==> src/rtl/cpu_pkg.sv <==
// cpu_pkg: shared operand-extension modes and default datapath width.
package cpu_pkg;
    localparam int EXT_DATA_W = 16;
    typedef enum logic [1:0] {
        EXT_SIGN = 2'd0,
        EXT_ZERO = 2'd1,
        EXT_PASS = 2'd2
    } ext_mode_t;
endpackage

==> src/rtl/ext_core.sv <==
// ext_core: combinational sign/zero/pass extension above a selectable MSB.
module ext_core
    import cpu_pkg::*;
#(
    parameter int DATA_W = EXT_DATA_W,
    parameter int MSB_W  = $clog2(DATA_W)
) (
    input  logic [DATA_W-1:0] shifted,
    input  logic [MSB_W-1:0]  msb,
    input  logic [1:0]        mode,
    output logic [DATA_W-1:0] data
);
    logic [DATA_W-1:0] hi;
    logic [DATA_W-1:0] above;
    assign hi = {DATA_W{1'b1}} << msb;
    // shifting once more clears to zero at msb = DATA_W-1, so ZERO keeps all bits
    assign above = hi << 1;
    assign data = mode == EXT_SIGN ? (shifted[msb] ? shifted | hi : shifted & ~hi)
                : mode == EXT_ZERO ? shifted & ~above
                : shifted;
endmodule

==> src/rtl/ext_pipe.sv <==
// ext_pipe: two-stage valid/ready operand extender (shift + overflow, then extend).
module ext_pipe
    import cpu_pkg::*;
#(
    parameter int DATA_W  = EXT_DATA_W,
    parameter int MSB_W   = $clog2(DATA_W),
    parameter int SHIFT_W = 2
) (
    input  logic               clk,
    input  logic               rst_n,
    input  logic               in_valid,
    output logic               in_ready,
    input  logic [DATA_W-1:0]  in_data,
    input  logic [MSB_W-1:0]   in_msb,
    input  logic [SHIFT_W-1:0] in_shift,
    input  logic [1:0]         in_mode,
    output logic               out_valid,
    input  logic               out_ready,
    output logic [DATA_W-1:0]  out_data,
    output logic               out_ovf
);
    localparam int MAX_SH = (1 << SHIFT_W) - 1;
    logic [DATA_W+MAX_SH-1:0] wide;
    logic                     s1_valid;
    logic [DATA_W-1:0]        s1_shifted;
    logic [MSB_W-1:0]         s1_msb;
    logic [1:0]               s1_mode;
    logic                     s1_ovf;
    logic [DATA_W-1:0]        ext_data;
    logic                     s1_en;
    logic                     s2_en;
    // bits pushed above DATA_W-1 land in the extra top bits of wide
    assign wide     = {{MAX_SH{1'b0}}, in_data} << in_shift;
    assign s2_en    = !out_valid || out_ready;
    assign s1_en    = !s1_valid || s2_en;
    assign in_ready = s1_en;
    ext_core #(.DATA_W(DATA_W), .MSB_W(MSB_W)) core (
        .shifted (s1_shifted),
        .msb     (s1_msb),
        .mode    (s1_mode),
        .data    (ext_data)
    );
    always_ff @(posedge clk or negedge rst_n) begin
        if (!rst_n) begin
            s1_valid   <= 1'b0;
            s1_shifted <= '0;
            s1_msb     <= '0;
            s1_mode    <= '0;
            s1_ovf     <= 1'b0;
            out_valid  <= 1'b0;
            out_data   <= '0;
            out_ovf    <= 1'b0;
        end else begin
            if (s1_en) begin
                s1_valid <= in_valid;
                if (in_valid) begin
                    s1_shifted <= wide[DATA_W-1:0];
                    s1_ovf     <= |wide[DATA_W+MAX_SH-1:DATA_W];
                    s1_msb     <= in_msb;
                    s1_mode    <= in_mode;
                end
            end
            if (s2_en) begin
                out_valid <= s1_valid;
                if (s1_valid) begin
                    out_data <= ext_data;
                    out_ovf  <= s1_ovf;
                end
            end
        end
    end
endmodule

==> config.mk <==
export PLATFORM = sky130hd
export DESIGN_NAME = ext_pipe
export DESIGN_NICKNAME = d
export VERILOG_FILES = /design/src/rtl/cpu_pkg.sv /design/src/rtl/ext_core.sv /design/src/rtl/ext_pipe.sv
export SDC_FILE = /design/constraint.sdc
export NUM_CORES = 1
export LEC_CHECK = 0
export ABC_AREA = 0
export ABC_CLOCK_PERIOD_IN_PS = 4200
export CAP_MARGIN = 40
export CORE_UTILIZATION = 45
export CTS_BUF_LIST = sky130_fd_sc_hd__clkbuf_4
export CTS_CLUSTER_DIAMETER = 30
export DETAILED_ROUTE_END_ITERATION = 10
export PLACE_DENSITY = 0.8
export SLEW_MARGIN = 20
export SYNTH_ARGS = -nofsm -noshare
export SYNTH_HDL_FRONTEND = slang
export SYNTH_SLANG_ARGS = --single-unit
==> constraint.sdc <==
create_clock -name clk -period 4.2 [get_ports clk]
set_input_delay 0.42 -clock clk [delete_from_list [all_inputs] [get_ports clk]]
set_output_delay 0.42 -clock clk [all_outputs]
set_load 0.05 [all_outputs]
==> flow_metrics.env, run 1 <==
export IMPL_required_ns=3.78
export IMPL_timing_final_crit_period_ns=2.30
export IMPL_drive_gt1_share_pct=20.4
export IMPL_syn_area_mm2=0.00265
export IMPL_grtUsageTotal_pct=20.3
export IMPL_cts_root_buf="clkbuf_4"
export IMPL_finalSetupViolCount=0
export IMPL_antenna_found_initial=0
export IMPL_rsz0062_at_grt="no"
export IMPL_tritoncts="done"
export IMPL_grt_pass1_wl_mm=9.85
export IMPL_ir_drop_uv=185
export IMPL_maxSlewHeadroom_pct=48.9
export IMPL_met2_usage_pct=32.9
export IMPL_finalWirelength_mm=5.79
export IMPL_hpwl_mm=4.33
export IMPL_intPower_uw=813
export IMPL_end_kind="primary output"
export IMPL_dp_cells=352
export IMPL_diodes=0
export IMPL_clkTransAtPathRegs_ns=0.12
export IMPL_cp_cell_sequence="clkdlybuf4s50_1 -> nand3b_1 -> clkdlybuf4s50_1"
export IMPL_yosysTopAreaCell="dfrtp_1"
export IMPL_status="finished, final reports clean"
export IMPL_crit_path_start_kind="input port"
export IMPL_routabilityCongestion=0.856
export IMPL_start_util_pct=47.5
export IMPL_p_leak_nw=1.27
export IMPL_synth_ff_latch_count=42
export IMPL_cts_sinks=42
export IMPL_vias=2127
export IMPL_synthTopCellsByArea="dfrtp_1 40%, mux4_2 10%, mux2_2 8.5%"
export IMPL_clkLatencyLatePin_ns=0.35
export IMPL_seq_area_frac_synth_pct=39.7
export IMPL_synth_top_cell_area_share_pct=39.7
export IMPL_top_usage_layer="met2"
export IMPL_post_route_period_util_pct=54.8
export IMPL_grt_pass1_vias=2033
export IMPL_pin_count=47
export IMPL_post_synth_top_count_cell="dfrtp_1"
export IMPL_cpLargestDelayFamily="buffers and inverters"
export IMPL_p_per_area_mw_per_mm2=432
export IMPL_power_frac_seq_pct=41.4
export IMPL_dpl_instance_area_mm2=0.00315
export IMPL_tightest_slew_ns=0.764
export IMPL_cap_viol_max_count=0
export IMPL_comb_power_share_pct=45.1
export IMPL_postSynth_asyncResetShare_pct=100
export IMPL_ys_warn_count=0
export IMPL_port_buffers=46
export IMPL_cts_inserted_buffers=5
export IMPL_avgSynthCellArea_um2=10.4
export IMPL_fp_dieH_um=78.7
export IMPL_drc_errors=0
export IMPL_critPathMaxFanout=3
export IMPL_critPathKind="in2out"
export IMPL_slowest_stage="clkdlybuf4s50_1"
export IMPL_design_area_mm2=0.00323
export IMPL_grtUsageMet1_pct=27.2
export IMPL_arrival_ns=1.88
export IMPL_fmax_mhz=435
export IMPL_nNetsFinal=317
export IMPL_synth_flop_cell="dfrtp_1"
export IMPL_post_cts_buffers=0
export IMPL_clkPwrFrac_pct=13.4
export IMPL_ctsHoldBuffers=0
export IMPL_p_switching_uw=580
export IMPL_slew_violations=0
export IMPL_seqCellArea_mm2=0.00105
export IMPL_first_pass_iters=4
export IMPL_finClkSkew_ns=0.00244
export IMPL_hold_path_class="in2async"
export IMPL_die_w_um=78.7
export IMPL_n_fill_cell=487
export IMPL_ys_types=46
export IMPL_critPathMaxStageDelay_ns=0.82
export IMPL_clk_path_buf_depth=2
export IMPL_fp_coreArea_mm2=0.00557
export IMPL_p_total_mw=1.39
export IMPL_finalSetupTns_ns=0
export IMPL_grt_max_degree=28
export IMPL_cts_resized=0
export IMPL_met3_usage_pct=4.25
export IMPL_drtIter0Drc=285
export IMPL_fin_cells=361
export IMPL_synthToLayoutAreaGrowth_pct=21.9
export IMPL_swShare_pct=41.7
export IMPL_multi_input_area_mm2=0.00147
export IMPL_wl_per_cell_um=16.0
export IMPL_path_common_cell="clkdlybuf4s50_1"
export IMPL_dieArea_mm2=0.00619
export IMPL_synth_edf_count=0
export IMPL_routed_via_density=5.89
export IMPL_path_buf_inv=2
export IMPL_hold_viol=0
export IMPL_synth_top_cells_by_count="42 x dfrtp_1, 32 x nand2_1, 20 x mux2_2, 20 x nor2_1, 14 x o21ai_0"
export IMPL_final_util_pct=57.9
export IMPL_htreeDepth=2
export IMPL_detail_route_antenna_nets=0
export IMPL_rrSetupSlack_ns=2.18
export IMPL_syn_instance_count=254
export IMPL_overflow=0
export IMPL_synth_fp_nets=282
export IMPL_placementRows=27
final cells by class:
| cell class | count | area share, % |
|---|---|---|
| clock buffer | 5 | 1.16 |
| clock inverter | 2 | 0.310 |
| inverter | 5 | 0.581 |
| multi-input combinational | 184 | 45.4 |
| sequential | 42 | 32.6 |
| tap | 72 | 2.79 |
| timing repair buffer | 51 | 17.2 |
sequential cells by signal (all words and copies together) (netlist names):
signal	flops
s1_mode	2
out_valid	1
out_ovf	1
s1_msb	4
s1_valid	1
out_data	16
s1_shifted	16
s1_ovf	1
metal layers:
metal | up-vias | share of wire [%] | wire length, um
met5 | - | 0 | 0
met4 | 0 | 2.2 | 128
met3 | 15 | 6.0 | 345
met2 | 89 | 50 | 2880
met1 | 1024 | 42 | 2440
li1 | 999 | - | -
power by group through the flow:
stage	sequential, mW	combinational (mW)	clock (mW)
after CTS	0.594	0.604	0.193
after global placement	0.598	0.584	0
after floorplan	0.711	0.297	0
after detailed placement	0.603	0.603	0
after global routing	0.591	0.672	0.208
final	0.577	0.629	0.187
logic make-up after synthesis:
| group | Yosys count | share of synthesized area, % |
|---|---|---|
| flops | 42 | 39.7 |
| buf+inv | 28 | 4.96 |
| mux | 40 | 22.0 |
| compound gates | 70 | 20.1 |
| simple gates | 74 | 13.2 |
final timing paths:
| kind | startpoint | endpoint | cells after the start |
|---|---|---|---|
| max in group asynchronous | rst_n | s1_shifted[4]$_DFFE_PN0P_ | 2 |
| hold / removal | rst_n | out_data[4]$_DFFE_PN0P_ | 1 |
| hold reg to reg | out_data[0]$_DFFE_PN0P_ | out_data[0]$_DFFE_PN0P_ | 2 |
| setup / recovery | out_ready | in_ready | 3 |
| min in group clk | out_data[0]$_DFFE_PN0P_ | out_data[0]$_DFFE_PN0P_ | 2 |
| setup reg to reg | s1_msb[0]$_DFFE_PN0P_ | out_data[10]$_DFFE_PN0P_ | 5 |
cells in the final DEF (no fill, tap or decap), types with 2 or more instances in the layout:
cell type	count
a211oi_1	5
clkbuf_4	5
nor2_1	20
nor2b_1	6
o21a_1	4
mux4_2	12
o31ai_1	3
a21o_1	2
mux2i_1	5
inv_1	4
and3_1	2
nand2b_1	5
o21ai_0	14
nand2_1	32
mux2_1	2
a31oi_1	6
nand3_1	2
a21oi_1	11
mux2_2	20
clkinv_2	2
o21ai_1	4
clkdlybuf4s50_1	45
o211ai_1	2
a21boi_0	3
o311ai_2	2
dfrtp_1	42
buf_16	2
o221ai_2	6
buf_8	3
stage by stage:
| step | setup slack (ns) | hold WS, ns |
|---|---|---|
| after floorplan | 1.92 | 0.124 |
| after global placement | 1.69 | 0.451 |
| after detailed placement | 1.86 | 0.421 |
| after CTS | 1.89 | 0.0320 |
| after global routing | 1.84 | 0.0549 |
| final | 1.90 | 0.0211 |
No activity file was read; power rests on OpenSTA's default activity.
==> inputs of run 2 (changes only) <==
Settings changed: ABC_CLOCK_PERIOD_IN_PS 4200 to 2200.
Clock period 4.2 ns to 2.2 ns, I/O delays scaled along.
==> run 2 against run 1 <==
Compared with the run above:
- wire length grew 4.6%
- die area is the same
- core utilization grew 0.36 points
- total power is 93% higher
- final area up 0.62%
- global-route usage up 0.96 points
==> flow_metrics.env, run 2 (synthesized netlist as in run 1, its figures left out) <==
export IMPL_finalWirelength_mm=6.06
export IMPL_cts_inserted_buffers=5
export IMPL_cts_sinks=42
export IMPL_required_ns=2.44
export IMPL_dpl_instance_area_mm2=0.00318
export IMPL_fp_coreArea_mm2=0.00557
export IMPL_cts_resized=0
export IMPL_clkLatencyLatePin_ns=0.36
export IMPL_overflow=0
export IMPL_detail_route_antenna_nets=0
export IMPL_finalSetupViolCount=0
export IMPL_pin_count=47
export IMPL_finalSetupTns_ns=0
export IMPL_status="finished, final reports clean"
export IMPL_die_w_um=78.7
export IMPL_ctsHoldBuffers=1
export IMPL_post_cts_buffers=0
export IMPL_routabilityCongestion=0.896
export IMPL_grt_pass1_vias=2122
export IMPL_tightest_slew_ns=0.541
export IMPL_grtUsageTotal_pct=21.2
export IMPL_grt_max_degree=43
export IMPL_rsz0062_at_grt="no"
export IMPL_post_route_period_util_pct=96.0
export IMPL_cap_viol_max_count=0
export IMPL_end_kind="flip-flop"
export IMPL_critPathMaxFanout=15
export IMPL_largestRegisters="out_data (16), s1_shifted (16), s1_msb (4)"
export IMPL_vias=2194
export IMPL_nNetsFinal=327
export IMPL_maxSlewHeadroom_pct=63.9
export IMPL_p_per_area_mw_per_mm2=827
export IMPL_routed_via_density=5.90
export IMPL_placementRows=27
export IMPL_fp_dieH_um=78.7
export IMPL_diodes=0
export IMPL_antenna_found_initial=0
export IMPL_hpwl_mm=4.60
export IMPL_synthToLayoutAreaGrowth_pct=22.7
export IMPL_design_area_mm2=0.00325
export IMPL_arrival_ns=2.35
export IMPL_fmax_mhz=474
export IMPL_layout_common_cells="44 x clkdlybuf4s50_1, 41 x dfrtp_1, 32 x nand2_1"
export IMPL_dieArea_mm2=0.00619
export IMPL_ir_drop_uv=397
export IMPL_drc_errors=0
export IMPL_cts_root_buf="clkbuf_4"
export IMPL_crit_path_start_kind="flip-flop"
export IMPL_layout_commonest_cell="clkdlybuf4s50_1"
export IMPL_clk_path_buf_depth=2
export IMPL_finClkSkew_ns=0.0122
export IMPL_start_util_pct=47.5
export IMPL_wl_per_cell_um=16.3
export IMPL_hold_path_class="in2async"
export IMPL_seqCellArea_mm2=0.00105
export IMPL_first_pass_iters=4
export IMPL_grt_pass1_wl_mm=10.2
export IMPL_htreeDepth=2
export IMPL_multi_input_area_mm2=0.00147
export IMPL_slew_violations=0
export IMPL_n_fill_cell=477
export IMPL_drtIter0Drc=237
export IMPL_critPathKind="reg2reg"
export IMPL_timing_final_crit_period_ns=2.11
export IMPL_tritoncts="done"
export IMPL_clkTransAtPathRegs_ns=0.13
export IMPL_drive_gt1_share_pct=23.3
export IMPL_hold_viol=0
export IMPL_p_leak_nw=1.29
export IMPL_port_buffers=46
[run 2: metal layers]
layer,GRT usage (%),routed length [um],vias to the layer above,share of wire (%)
met5,0,0,-,0
met4,8.15,127,0,2.1
met3,4.02,321,16,5.3
met2,35.5,3040,89,50
met1,27.2,2570,1062,42
li1,-,-,1027,-
[run 2: layout make-up]
| cell class | count | area share, % |
|---|---|---|
| Multi-Input combinational cell | 184 | 45.1 |
| Sequential cell | 42 | 32.4 |
| Tap cell | 72 | 2.77 |
| Inverter | 5 | 0.578 |
| Clock buffer | 5 | 1.16 |
| Clock inverter | 3 | 0.501 |
| Timing Repair Buffer | 61 | 17.5 |
[run 2: path summary, 6_finish.rpt]
check | startpoint | endpoint | slack (ns) | cells past startpoint
worst max-delay path | s1_msb[1]$_DFFE_PN0P_ | out_data[14]$_DFFE_PN0P_ | 0.09 | 5
worst min-delay path | rst_n | out_data[13]$_DFFE_PN0P_ | 0.43 | 3
worst max register to register | s1_msb[1]$_DFFE_PN0P_ | out_data[14]$_DFFE_PN0P_ | 0.09 | 5
worst min register to register | out_data[0]$_DFFE_PN0P_ | out_data[0]$_DFFE_PN0P_ | 0.49 | 2
max in group asynchronous | rst_n | out_valid$_DFFE_PN0P_ | 1.35 | 3
min in group clk | in_valid | s1_valid$_DFFE_PN0P_ | 0.46 | 2
[run 2: power breakdown]
group	switching, mW	internal, mW
logic	0.723	0.510
registers	0.154	0.934
clock network	0.246	0.119
total	1.12	1.56
[run 2: critical path, cell delays in order (launching register included)]
cell and delay [ns]:
dfrtp_1 0.70, mux2_4 0.35, o311ai_2 0.30, nor3_2 0.11
o21ai_4 0.38, o221ai_2 0.16
[run 2: per-stage QoR]
stage	power, mW	util [%]	worst slack [ns]	hold WS, ns	instances
6_report	2.69	58.3	0.0885	0.432	372
5_1_grt	2.83	58.3	0.0111	0.454	372
4_1_cts	2.70	58.3	0.144	0.453	372
3_5_place_dp	2.33	57.1	0.141	0.314	363
3_3_place_gp	2.30	57.1	0.271	0.309	363
2_1_floorplan	1.92	-	0.113	-0.0756	254
==> inputs of run 3 (changes only) <==
Settings changed: ABC_CLOCK_PERIOD_IN_PS 2200 to 2700.
Clock period 2.2 ns to 2.7 ns, I/O delays scaled along.
==> run 3 against run 2 <==
Compared with the run above:
- setup slack better by 0.59 ns
- global-route usage down 0.41 points
- total power down 12%
- register-to-register slack better by 0.59 ns
- highest routed layer unchanged
==> flow_metrics.env, run 3 (synthesized netlist as in run 1, its figures left out) <==
export IMPL_r2r_end="out_data[8]$_DFFE_PN0P_"
export IMPL_placementRows=27
export IMPL_antenna_found_initial=0
export IMPL_tritoncts="done"
export IMPL_seqCellArea_mm2=0.00105
export IMPL_vias=2165
export IMPL_critPathMaxStageDelay_ns=0.73
export IMPL_crit_path_start_kind="flip-flop"
export IMPL_cts_root_buf="clkbuf_4"
export IMPL_grt_max_degree=24
export IMPL_finalSetupTns_ns=0
export IMPL_multi_input_area_mm2=0.00147
export IMPL_finalWorstSetupSlack_ns=0.675
export IMPL_synthToLayoutAreaGrowth_pct=24.1
export IMPL_fmax_mhz=494
export IMPL_clkLatencyLatePin_ns=0.36
export IMPL_clkTransAtPathRegs_ns=0.13
export IMPL_grtUsageTotal_pct=20.8
export IMPL_fp_dieH_um=78.7
export IMPL_slowest_stage="dfrtp_1"
export IMPL_finClkSkew_ns=0.0151
export IMPL_maxSlewHeadroom_pct=49.9
export IMPL_finalSetupViolCount=0
export IMPL_rrSetupSlack_ns=0.68
export IMPL_pre_cts_ws_ns=0.507
export IMPL_overflow=0
export IMPL_diodes=0
export IMPL_p_per_area_mw_per_mm2=721
export IMPL_tightest_slew_ns=0.749
export IMPL_layout_commonest_cell="clkdlybuf4s50_1"
export IMPL_fp_coreArea_mm2=0.00557
export IMPL_port_buffers=46
export IMPL_clk_path_buf_depth=2
export IMPL_path_buf_inv=0
export IMPL_clkPwrFrac_pct=21.0
export IMPL_pin_count=47
export IMPL_drtIter0Drc=159
export IMPL_layout_common_cells="45 x clkdlybuf4s50_1, 42 x dfrtp_1, 32 x nand2_1"
export IMPL_hpwl_mm=4.42
export IMPL_hold_path_class="in2async"
export IMPL_rsz0062_at_grt="no"
export IMPL_drive_gt1_share_pct=21.4
export IMPL_comb_power_share_pct=40.8
export IMPL_grt_pass1_vias=2089
export IMPL_first_pass_iters=4
export IMPL_htreeDepth=2
export IMPL_intPower_mw=1.45
export IMPL_n_fill_cell=478
export IMPL_cts_inserted_buffers=5
export IMPL_routed_via_density=5.90
export IMPL_status="finished, final reports clean"
export IMPL_finalWirelength_mm=5.82
export IMPL_start_util_pct=47.5
export IMPL_ir_drop_uv=322
export IMPL_hold_viol=0
export IMPL_arrival_ns=2.25
export IMPL_cpLargestDelayFamily="compound AO/OA/AOI/OAI gates"
export IMPL_drc_errors=0
export IMPL_slew_violations=0
export IMPL_cp_cell_sequence="nand2b_1 -> a211oi_1 -> nor4_4 -> o21ai_4 -> o221ai_2"
export IMPL_post_route_period_util_pct=75.0
export IMPL_p_leak_nw=1.30
export IMPL_detail_route_antenna_nets=0
export IMPL_routabilityCongestion=0.893
export IMPL_end_kind="flip-flop"
export IMPL_cap_viol_max_count=0
export IMPL_power_frac_seq_pct=38.2
export IMPL_dieArea_mm2=0.00619
export IMPL_largestRegisters="out_data (16), s1_shifted (16), s1_msb (4)"
export IMPL_critPathMaxFanout=17
export IMPL_critPathKind="reg2reg"
export IMPL_required_ns=2.93
export IMPL_timing_final_crit_period_ns=2.02
export IMPL_reg2reg_depth=5
export IMPL_swShare_pct=38.7
export IMPL_wl_per_cell_um=15.9
export IMPL_cts_sinks=42
export IMPL_nNetsFinal=322
export IMPL_timing_hold_ws_ns=0.384
export IMPL_die_w_um=78.7
export IMPL_grt_pass1_wl_mm=10.1
export IMPL_regToRegStartpoint="s1_msb[0]$_DFFE_PN0P_"
export IMPL_p_switching_uw=916
run 3: what timing repair did:
item                      in CTS  in global routing
resized for setup              0                  0
buffers inserted               0                  0
hold endpoints to repair      19                  0
hold buffers                   1                  0
run 3: metal layers:
layer / global-route usage, % / wire (um) / vias up
met5: 0 / 0 / -
met1: 27.5 / 2540 / 1065
li1: - / - / 1011
met4: 7.04 / 68 / 0
met2: 34.3 / 2890 / 80
met3: 3.91 / 326 / 9
run 3: power by group through the flow:
stage                     Combinational, mW  Clock, mW  Sequential (mW)
after floorplan                       0.462          0             1.11
after global placement                0.943          0            0.912
after detailed placement              0.965          0            0.917
after CTS                             0.968      0.502            0.904
after global routing                   1.04      0.529            0.928
final                                 0.966      0.498            0.905
run 3: how the worst max path moves through the flow:
stage | from | cells after the start | to
2_1_floorplan | out_valid$_DFFE_PN0P_ | 5 | s1_shifted[0]$_DFFE_PN0P_
3_3_place_gp | in_shift[0] | 3 | s1_shifted[9]$_DFFE_PN0P_
3_5_place_dp | in_shift[0] | 3 | s1_shifted[13]$_DFFE_PN0P_
4_1_cts | s1_msb[0]$_DFFE_PN0P_ | 5 | out_data[8]$_DFFE_PN0P_
5_1_grt | s1_msb[0]$_DFFE_PN0P_ | 5 | out_data[8]$_DFFE_PN0P_
6_report | s1_msb[0]$_DFFE_PN0P_ | 5 | out_data[8]$_DFFE_PN0P_
run 3: worst reg2reg max path: cells and delay by family, from the launching register on:
| kind | cells | cell delay [ns] |
|---|---|---|
| compound gates | 3 | 0.90 |
| flops | 1 | 0.73 |
| simple gates | 2 | 0.27 |
run 3: layout make-up:
class	count	share of cell area (%)
Multi-Input combinational cell	184	44.6
Sequential cell	42	32.0
Timing Repair Buffer	56	17.1
Tap cell	72	2.74
Clock inverter	3	1.94
Clock buffer	5	1.14
Inverter	5	0.571
run 3: through the flow:
step                util, %  power [mW]  cell area [um2]  std cells
detailed placement     56.7        1.88             3160        357
floorplan                 -        1.57             2650        254
global placement       56.2        1.85             3130        356
finish                 59.0        2.37             3290        367
global route           59.0        2.49             3290        367
CTS                    58.7        2.37             3270        366
==> patch (flow settings as in run 2) <==
Change the package constant `EXT_DATA_W` from 16 to 8.
--- a/src/rtl/cpu_pkg.sv
+++ b/src/rtl/cpu_pkg.sv
@@ -2,3 +2,3 @@
 package cpu_pkg;
-    localparam int EXT_DATA_W = 16;
+    localparam int EXT_DATA_W = 8;
     typedef enum logic [1:0] {
Interface: changed (resized in_data, in_msb and out_data); port bits go from 47 to 30. No check against the original RTL was run, so the function may have changed too.
==> patch against run 2 <==
- the flow now finishes with violations (design-rule violations)
- global-route usage down 4.0 points
- synthesized area down 48%
- synthesized cell count down 45%
- power decreased by 50%
- final area is 47% lower
- clock power fell by 43%
- hold slack worse by 180 ps
- worst setup slack better by 230 ps
- sequential cell count shrank 17
- die area decreased by 47%
- final cell count is 47% lower
- routed wire length is 57% lower
- critical path type unchanged
- largest cell class unchanged
==> patch: results <==
# TYPE chip_impl_metric gauge
chip_impl_metric{name="power.combinational.total",unit="mW"} 0.519
chip_impl_metric{name="power.ir.vdd_worst",unit="V"} 0.000253
chip_impl_metric{name="power-per-cell-area",unit="nW/um2"} 787
chip_impl_metric{name="routed-wl-met2",unit="mm"} 1.32
chip_impl_metric{name="drtPass1Iterations",unit=""} 7
chip_impl_metric{name="numPortBuffers",unit=""} 29
chip_impl_metric{name="ys_seq_area_share",unit="%"} 45.2
chip_impl_metric{name="grt_pass1_wl",unit="mm"} 4.45
chip_impl_metric{name="drc",unit=""} 3
chip_impl_metric{name="grt_start_max_net_pins",unit=""} 26
chip_impl_metric{name="cp.arrival",unit="ps"} 2060
chip_impl_info{name="violations",value="design-rule violations"} 1
chip_impl_metric{name="cts_htree_levels",unit=""} 1
chip_impl_info{name="outcome",value="complete, but fails checks"} 1
chip_impl_metric{name="detailedRoute.firstIterationViolations",unit=""} 44
chip_impl_metric{name="design.core.area",unit="um2"} 2830
chip_impl_metric{name="dp_slack",unit="ps"} 349
chip_impl_metric{name="skew",unit="ps"} 4.20
chip_impl_metric{name="synth.net_count",unit=""} 159
chip_impl_metric{name="synth.avg_cell_area",unit="um2"} 9.89
chip_impl_metric{name="p_leak",unit="nW"} 0.721
chip_impl_metric{name="clock_latency",unit="ps"} 300
chip_impl_metric{name="crit_fanout",unit=""} 13
chip_impl_metric{name="vias",unit=""} 1095
chip_impl_metric{name="fraction_of_final_layout_cells_with_drive_strength_greater_than_1",unit="%"} 13.3
chip_impl_metric{name="final_net_count",unit=""} 186
chip_impl_metric{name="grt_util_all_layers",unit="%"} 17.2
chip_impl_metric{name="timing.reg2reg.setup_slack",unit="ps"} 320
chip_impl_metric{name="logic_gate_share_of_total_power",unit="%"} 38.3
chip_impl_metric{name="fmax",unit="GHz"} 0.531
chip_impl_metric{name="placement.cell_area",unit="um2"} 1690
chip_impl_metric{name="synth_compound_area_share",unit="%"} 17.9
-- patch: cell count changes in the layout (fill, tap and decap cells not counted), sizes merged, moves of 10 or more --
cell | before | now
buf | 16 | 4
mux2 | 23 | 11
mux4 | 12 | 2
dfrtp | 42 | 25
clkdlybuf4s50 | 44 | 28
-- patch: critical path, stage by stage, from the launching register on --
cell and delay, ps:
dfrtp_1 590, mux2_2 400, a22o_1 230, o311ai_4 370, o221ai_1 180
-- patch: per-layer routing --
metal / global-route usage [%] / vias to the layer above
met5: 0 / -
met4: 7.32 / 0
met3: 1.59 / 2
met2: 31.4 / 25
met1: 20.5 / 510
li1: - / 558
-- patch: cell type report --
class	instances	area share [%]
multi-input combinational	103	41.2
clock buffer	4	1.75
timing repair buffer	32	18.0
sequential	25	36.4
inverter	2	0.436
tap	31	2.25
-- patch: logic make-up (layout without fill, tap and decap cells) --
kind of cell / Yosys count / count (layout)
compound gates: 35 / 35
buf+inv: 12 / 38
flops: 25 / 25
mux: 20 / 20
simple gates: 48 / 48
